--- src/rtl/reg_file_alu_pkg.sv ---
// Shared widths, opcode encodings, flag bit positions and the ALU result bundle
// used by the register-file/ALU datapath.
package reg_file_alu_pkg;
  localparam int DW    = 16;
  localparam int AW    = 4;
  localparam int NREG  = 1 << AW;
  localparam int NFLAG = 5;

  localparam int FL_C = 4;
  localparam int FL_L = 3;
  localparam int FL_F = 2;
  localparam int FL_Z = 1;
  localparam int FL_N = 0;

  localparam logic [4:0] OP_ADD  = 5'b00000;
  localparam logic [4:0] OP_ADDU = 5'b00001;
  localparam logic [4:0] OP_ADDC = 5'b00010;
  localparam logic [4:0] OP_SUB  = 5'b00011;
  localparam logic [4:0] OP_SUBC = 5'b00100;
  localparam logic [4:0] OP_CMP  = 5'b00101;
  localparam logic [4:0] OP_AND  = 5'b00110;
  localparam logic [4:0] OP_OR   = 5'b00111;
  localparam logic [4:0] OP_XOR  = 5'b01000;
  localparam logic [4:0] OP_NOT  = 5'b01001;
  localparam logic [4:0] OP_LSH  = 5'b01010;
  localparam logic [4:0] OP_ASHU = 5'b01011;
  localparam logic [4:0] OP_MOV  = 5'b01100;
  localparam logic [4:0] OP_LUI  = 5'b01101;

  typedef struct packed {
    logic [DW-1:0]    result;
    logic             wr;
    logic [NFLAG-1:0] flags;
  } alu_res_t;
endpackage

--- src/rtl/reg_file_alu_alu.sv ---
// Combinational ALU: result, register-write qualifier and next flag vector.
// Flags not touched by an opcode are passed through from the current value.
module alu
  import reg_file_alu_pkg::*;
(
  input  logic [DW-1:0]    a,
  input  logic [DW-1:0]    b,
  input  logic [4:0]       opcode,
  input  logic [NFLAG-1:0] flags,
  output alu_res_t         res
);
  logic          cin;
  logic [DW:0]   sum, dif;
  logic [3:0]    shamt;
  logic [DW-1:0] shl, shr_l, shr_a;
  logic          add_ovf, sub_ovf, upd_z;

  assign cin     = flags[FL_C];
  assign sum     = {1'b0, a} + {1'b0, b} + {{DW{1'b0}}, (opcode == OP_ADDC) & cin};
  assign dif     = {1'b0, a} - {1'b0, b} - {{DW{1'b0}}, (opcode == OP_SUBC) & cin};
  assign add_ovf = (a[DW-1] == b[DW-1]) && (sum[DW-1] != a[DW-1]);
  assign sub_ovf = (a[DW-1] != b[DW-1]) && (dif[DW-1] != a[DW-1]);
  assign shamt   = b[3:0];
  assign shl     = a << shamt;
  assign shr_l   = a >> shamt;
  assign shr_a   = $signed(a) >>> shamt;

  always_comb begin
    res        = '0;
    res.flags  = flags;
    upd_z      = 1'b0;
    case (opcode)
      OP_ADD, OP_ADDC: begin
        res.result      = sum[DW-1:0];
        res.wr          = 1'b1;
        res.flags[FL_C] = sum[DW];
        res.flags[FL_F] = add_ovf;
        upd_z           = 1'b1;
      end
      OP_ADDU: begin
        res.result      = sum[DW-1:0];
        res.wr          = 1'b1;
        res.flags[FL_C] = sum[DW];
      end
      // CMP shares the subtractor and flag update but never writes back
      OP_SUB, OP_SUBC, OP_CMP: begin
        res.result      = dif[DW-1:0];
        res.wr          = (opcode != OP_CMP);
        res.flags[FL_C] = dif[DW];
        res.flags[FL_L] = a < b;
        res.flags[FL_F] = sub_ovf;
        res.flags[FL_N] = $signed(a) < $signed(b);
        upd_z           = 1'b1;
      end
      OP_AND:  begin res.result = a & b; res.wr = 1'b1; upd_z = 1'b1; end
      OP_OR:   begin res.result = a | b; res.wr = 1'b1; upd_z = 1'b1; end
      OP_XOR:  begin res.result = a ^ b; res.wr = 1'b1; upd_z = 1'b1; end
      OP_NOT:  begin res.result = ~b;    res.wr = 1'b1; upd_z = 1'b1; end
      OP_LSH:  begin res.result = b[4] ? shr_l : shl; res.wr = 1'b1; upd_z = 1'b1; end
      OP_ASHU: begin res.result = b[4] ? shr_a : shl; res.wr = 1'b1; upd_z = 1'b1; end
      OP_MOV:  begin res.result = b;     res.wr = 1'b1; upd_z = 1'b1; end
      OP_LUI:  begin res.result = {b[7:0], 8'h00}; res.wr = 1'b1; upd_z = 1'b1; end
      default: ;
    endcase
    if (upd_z) res.flags[FL_Z] = (res.result == '0);
  end
endmodule

--- src/rtl/reg_file_alu.sv ---
// 16x16 register file with two async read ports, one sync write port,
// an immediate/register operand mux and the registered flag set.
module reg_file_alu
  import reg_file_alu_pkg::*;
(
  input  logic             Clk,
  input  logic             Rst,
  input  logic             En,
  input  logic [AW-1:0]    RdestRegLoc,
  input  logic [AW-1:0]    RsrcRegLoc,
  input  logic [DW-1:0]    Imm,
  input  logic             Imm_s,
  input  logic [4:0]       OpCode,
  output logic [DW-1:0]    AluOutput,
  output logic [DW-1:0]    RdestOut,
  output logic [NFLAG-1:0] Flags
);
  logic [DW-1:0] regs [NREG];
  logic [DW-1:0] opb;
  alu_res_t      res;

  assign RdestOut  = regs[RdestRegLoc];
  assign opb       = Imm_s ? Imm : regs[RsrcRegLoc];
  assign AluOutput = res.result;

  alu u_alu (
    .a      (RdestOut),
    .b      (opb),
    .opcode (OpCode),
    .flags  (Flags),
    .res    (res)
  );

  always_ff @(posedge Clk or posedge Rst) begin
    if (Rst) begin
      for (int i = 0; i < NREG; i++) regs[i] <= '0;
    end else if (En && res.wr) begin
      regs[RdestRegLoc] <= res.result;
    end
  end

  always_ff @(posedge Clk or posedge Rst) begin
    if (Rst)     Flags <= '0;
    else if (En) Flags <= res.flags;
  end
endmodule

--- config.mk ---
export PLATFORM = sky130hd
export DESIGN_NAME = reg_file_alu
export DESIGN_NICKNAME = d
export VERILOG_FILES = /design/src/rtl/reg_file_alu_pkg.sv /design/src/rtl/reg_file_alu_alu.sv /design/src/rtl/reg_file_alu.sv
export SDC_FILE = /design/constraint.sdc
export NUM_CORES = 1
export LEC_CHECK = 0
export BUFFER_PORTS_ARGS = -buffer_cell sky130_fd_sc_hd__buf_4
export CAP_MARGIN = 15
export CORE_MARGIN = 2
export CORE_UTILIZATION = 56
export CTS_CLUSTER_DIAMETER = 40
export CTS_CLUSTER_SIZE = 12
export DETAILED_ROUTE_END_ITERATION = 6
export PLACE_DENSITY = 0.73
export SYNTH_ARGS = -nofsm -noshare
export SYNTH_HDL_FRONTEND = slang
export SYNTH_SLANG_ARGS = --single-unit
--- constraint.sdc ---
create_clock -name Clk -period 8.6 [get_ports Clk]
set_input_delay 0.86 -clock Clk [delete_from_list [all_inputs] [get_ports Clk]]
set_output_delay 0.86 -clock Clk [all_outputs]
set_load 0.05 [all_outputs]
Word-level counts from Yosys, hierarchy flattened
Cells that the tools add are included.
W data, S select, Z words.

storage, ports and cells
  register bits = 261
  latch bits = 0
  RAM bits = 0
  bits in read-only memories = 0
  input bits = 33
  output and inout bits = 37
  logic and storage cells = 90
  memories kept = 0

operators by class
  add/sub/neg operators = 4
  $mul = 0
  div/mod/pow operators = 0
  $lt $le $gt $ge = 5
  eq/ne operators = 18
  shift-type cells = 3
  muxes and demuxes = 16
  bitwise gates (word level) = 8
  reductions and logical operators = 16

operators with widths
  cell                  count
  $bwmux W256           1
  $pmux W17 S10         1
  $bmux W16 S4          2
  $mux W16              8
  $demux W16 S4         1
  $lt A16 B16 Y1        2
  $eq A5 B4 Y1 const B  6
  $eq A5 B3 Y1 const B  4
  $add A16 B16 Y17      1
  $add A17 B1 Y17       1
  $sub A16 B16 Y17      1
  $sub A17 B1 Y17       1
  $and A16 B16 Y16      1
  $logic_not A16 Y1     1
  $not A16 Y16          1
  $or A16 B16 Y16       1
  $shl A16 B4 Y16       1
  $shr A16 B4 Y16       1
  $sshr A16 B4 Y16      1
  $xor A16 B16 Y16      1
  $reduce_or A13 Y1     1
  $eq A5 B2 Y1 const B  2
  $ge A5 B5 Y1 const B  2
  $not A4 Y5            2
  other kinds (14)      26

Longest topological paths before layout
  depth after elaboration = 10
  mapped depth = 28
  gate-level depth less buffers = 20

By module
From an unflattened synthesis, not the netlist that was laid out.

unflattened totals
  cells, all modules = 1573
  area total of the unflattened synthesis = 19309.8 um2

by module, submodules not included
  module        times used  cells each  area an instance (um2)  seq. area each (um2)
  reg_file_alu  1           839         13944.6                 6531.3
  alu           1           734         5365.1                  0.0

Worst setup path before layout
No wires, ideal clock.

  kind = in2out
  start point = input port RdestRegLoc[0]
  end point = output port AluOutput[13]
  arrival time = 5.949 ns
  data required time = 7.740 ns
  path slack = 1.791 ns
  stages on the path = 19
  buffers on the path = 7
  cells stage by stage = buf_6 buf_2 buf_2 buf_2 mux4_2 mux4_2 ha_1 ha_1 and3_1 a221oi_2 o21ai_1 a311o_1 a21oi_1 nor4_1 a41o_1 or4b_1 buf_2 buf_6 buf_4

RTL lines
  item         line                text
  from (decl)  reg_file_alu.sv:9   input logic [AW-1:0] RdestRegLoc,
  to (decl)    reg_file_alu.sv:14  output logic [DW-1:0] AluOutput,

Worst setup path after layout
  start point = input port RdestRegLoc[1]
  end point = output port AluOutput[13]

between the ends
  word-level cells in the longest chain between the ends = 7
  elaborated cells between the ends (all ways) = 17
  those cells by class = add/sub: 4; shift: 3; mux: 6; bitwise: 4

ends and longest elaborated chain
  item                                              line                    text
  $not A4 Y5 (not written as such) (*)              reg_file_alu.sv:22      assign RdestOut = regs[RdestRegLoc];
  $bmux W16 S4 (*)                                  reg_file_alu.sv:22
  $mux W16 (not written as such) (*) (2 in series)  reg_file_alu.sv:22
  $sub A16 B16 Y17 (tied with other cells)          reg_file_alu_alu.sv:20  assign dif = {1'b0, a} - {1'b0, b} - {{DW{1'b0}}, (opcode == OP_SUBC) & cin};
  $sub A17 B1 Y17 (tied with other cells)           reg_file_alu_alu.sv:20
  $pmux W17 S10 (*)                                 reg_file_alu_alu.sv:32  case (opcode)

Every way passes the cells marked *; elsewhere a longest branch is shown, timed or not. The select of a mux whose other input is x is not followed.

==> results_dict.tcl <==
set metrics [dict create \
    status "completed" \
    cts_resized 0 \
    met2_usage_pct 63.9 \
    drv_slew 0 \
    grt_pass1_wl_mm 106 \
    p_per_area_nw_per_um2 289 \
    clkPwrFrac_pct 26.5 \
    final-setup-viol-count 0 \
    routed_wl_mm 70.3 \
    synth_ff_type "dfrtp_1" \
    power.switching_mw 2.53 \
    synth_seq_cells 261 \
    synthCells 1944 \
    worst_clock_skew_ns 0.0502 \
    synth.distinct_cells 85 \
    ys_warn_count 0 \
    start_util_pct 56.6 \
    grt.total_usage_pct 40.4 \
    root_buffer "clkbuf_16" \
    grt_busiest_layer "met2" \
    port_buffers 69 \
    layout.nets 2066 \
    tns_ns 0 \
    num_rows 67 \
    synth_top_cell_area_share_pct 34.5 \
    p_comb_share_pct 44.0 \
    post_cts_buffers 0 \
    grt-ovfl-total 0 \
    tritoncts "done" \
    htreeDepth 2 \
    yosysTopAreaCell "dfrtp_1" \
    crit_type "in2out" \
    power.leakage_nw 9.14 \
    place_area_um2 19800 \
    worst_setup_path_start_kind "input pin" \
    grt_max_degree 132 \
    syn2layout_area_growth_pct 11.3 \
    n_fill_cell 2679 \
    drive_above_1_share_pct 21.3 \
    final_cell_mix "dfrtp_1, nor2_1, a21oi_1" \
    synth_area_um2 18900 \
    dr.pass1.iters 5 \
    io_pins 70 \
    antenna_found_initial 0 \
    fin_crit_sh_pct 88.5 \
    arrival_ns 6.75 \
    relSlewSlack_pct 22.9 \
    worst-endpoint-required_ns 7.74 \
    die-area_um2 35300 \
    die_w_um 188 \
    grt_pass1_vias 16800 \
    seqPwrFrac_pct 29.4 \
    first_iter_violations 1897 \
    place_ws_ns 1.21 \
    ant_nets 0 \
    crit_path_end_kind "output pin" \
    hold_path.class "in2async" \
    cts_num_sinks 261 \
    clkLatencyLatePin_ns 0.55 \
    irDropWorstVdd_mv 0.215 \
    dpl.hpwl_mm 50.4 \
    hold_ws_ns 0.502 \
    synthArstFlopShare_pct 100 \
    vias 17000 \
    gr-usage-met3_pct 6.48 \
    met1_usage_pct 53.6 \
    route.detailed.drc 0 \
    regArea_um2 6530 \
    viasPerCell 7.03 \
    place_congestion 0.996 \
    wl_per_cell_um 29.0 \
    avgSynthCellArea_um2 9.74 \
    clock_path_buffers 3 \
    ys_seq_area_share_pct 34.5 \
    synth_area_leaders "dfrtp_1, mux4_2, a21oi_1, ha_1, nor2_1" \
    numCtsBuffers 39 \
    multi_input_area_um2 11300 \
    antenna_cells 0 \
    final_cells 2425 \
    intPower_mw 3.57 \
    reg2reg_depth 16 \
    final_cell_area_um2 21100 \
    maxClockFrequency_mhz 131 \
    r2r_setup_slack_ns 2.73 \
    grt_setup_unrepaired "no" \
    coreArea_um2 33400 \
    hold_buffers 0 \
    mostFrequentLayoutCell "dfrtp_1" \
    synth_edf_count 0 \
    finalHoldViolCount 0 \
    sw_frac_of_total_pct 41.4 \
    setup_ws_ns 0.993 \
    reg2reg_to "Flags[1]" \
    dp.cells 2359 \
    tightest_slew_ns 1.16 \
    rr_startpoint "regs[130]" \
    min_period_ns 7.61 \
    cp_max_fo 49 \
    syn_nets 2058 \
    drv_cap 0 \
    die_y_um 188 \
    path_clk_slew_ns 0.05 \
]
-- power by group through the flow --
stage                     Sequential (mW)  Combinational (mW)  Clock (mW)
after floorplan                      1.73                1.87           0
after global placement               1.77                2.58           0
after detailed placement             1.79                2.61           0
after CTS                            1.78                2.63        1.63
after global routing                 1.83                2.86        1.68
final                                1.79                2.69        1.62
-- Yosys cell counts, drive strengths merged (5+ instances only) --
cell type	instances
a2111oi	5
or2	7
nor3	28
o21a	6
nand4	12
nor4	20
a211oi	14
nand2b	13
xnor2	12
o211ai	19
and3	7
nor3b	8
mux2	44
mux4	134
o22ai	14
a21o	12
and2	12
nand2	119
o21ai	101
buf	76
o311ai	6
or3	9
nor2	251
nand3	40
mux2i	62
a22oi	14
dfrtp	261
a221oi	13
o221ai	9
xor2	7
a21oi	226
nand3b	6
ha	77
o21bai	8
a31oi	22
clkbuf	94
o31ai	14
inv	77
nor2b	9
-- through the flow --
| step | power [mW] | util, % |
|---|---|---|
| 2_1_floorplan | 3.61 | - |
| 3_3_place_gp | 4.35 | 59.1 |
| 3_5_place_dp | 4.40 | 59.1 |
| 4_1_cts | 6.04 | 63.0 |
| 5_1_grt | 6.37 | 63.0 |
| 6_report | 6.10 | 63.0 |
-- how the worst max path moves through the flow --
stage / from / depth (start not counted) / to
4_1_cts: RsrcRegLoc[0] / 19 / AluOutput[13]
3_5_place_dp: RsrcRegLoc[0] / 19 / AluOutput[13]
2_1_floorplan: Rst / 1 / Flags[0]
6_report: RdestRegLoc[1] / 14 / AluOutput[13]
3_3_place_gp: RdestRegLoc[1] / 14 / AluOutput[13]
5_1_grt: RsrcRegLoc[0] / 19 / AluOutput[13]
-- layer usage --
metal	wire (µm)	share of wire [%]
met1	26900	38
met4	4550	6.5
met3	6300	9.0
met2	32600	46
met5	0	0
-- state kept, by name, summed over array words and instances (netlist names) --
name / flops
regs: 256
Flags: 5
-- worst max-delay path, cell delays in order --
cell	delay [ns]
buf_4	0.59
mux4_2	0.60
mux4_2	0.65
ha_1	0.59
nor3b_1	0.13
o311ai_0	0.76
a21oi_1	0.20
o2111ai_1	0.31
a211oi_1	0.17
o21ai_0	0.38
or3_1	0.17
a21oi_1	0.05
or4b_1	0.89
buf_4	0.34
-- final cells by class --
type / count / share of cell area [%]
Clock buffer: 46 / 5.04
Multi-Input combinational cell: 1434 / 53.7
Sequential cell: 261 / 31.0
Tap cell: 448 / 2.66
Clock inverter: 20 / 1.29
Inverter: 79 / 1.44
Timing Repair Buffer: 137 / 4.88
-- cell families after synthesis --
group | Yosys count | synth area share (%)
buffers and inverters | 249 | 5.98
and+or+nand+nor | 554 | 13.4
xor gates and xnor gates | 19 | 0.879
DFF | 261 | 34.5
adders and majority gates | 81 | 5.51
muxes | 240 | 21.9
AOI/OAI and AO/OA | 540 | 17.8
No activity file was read; power rests on OpenSTA's default activity.
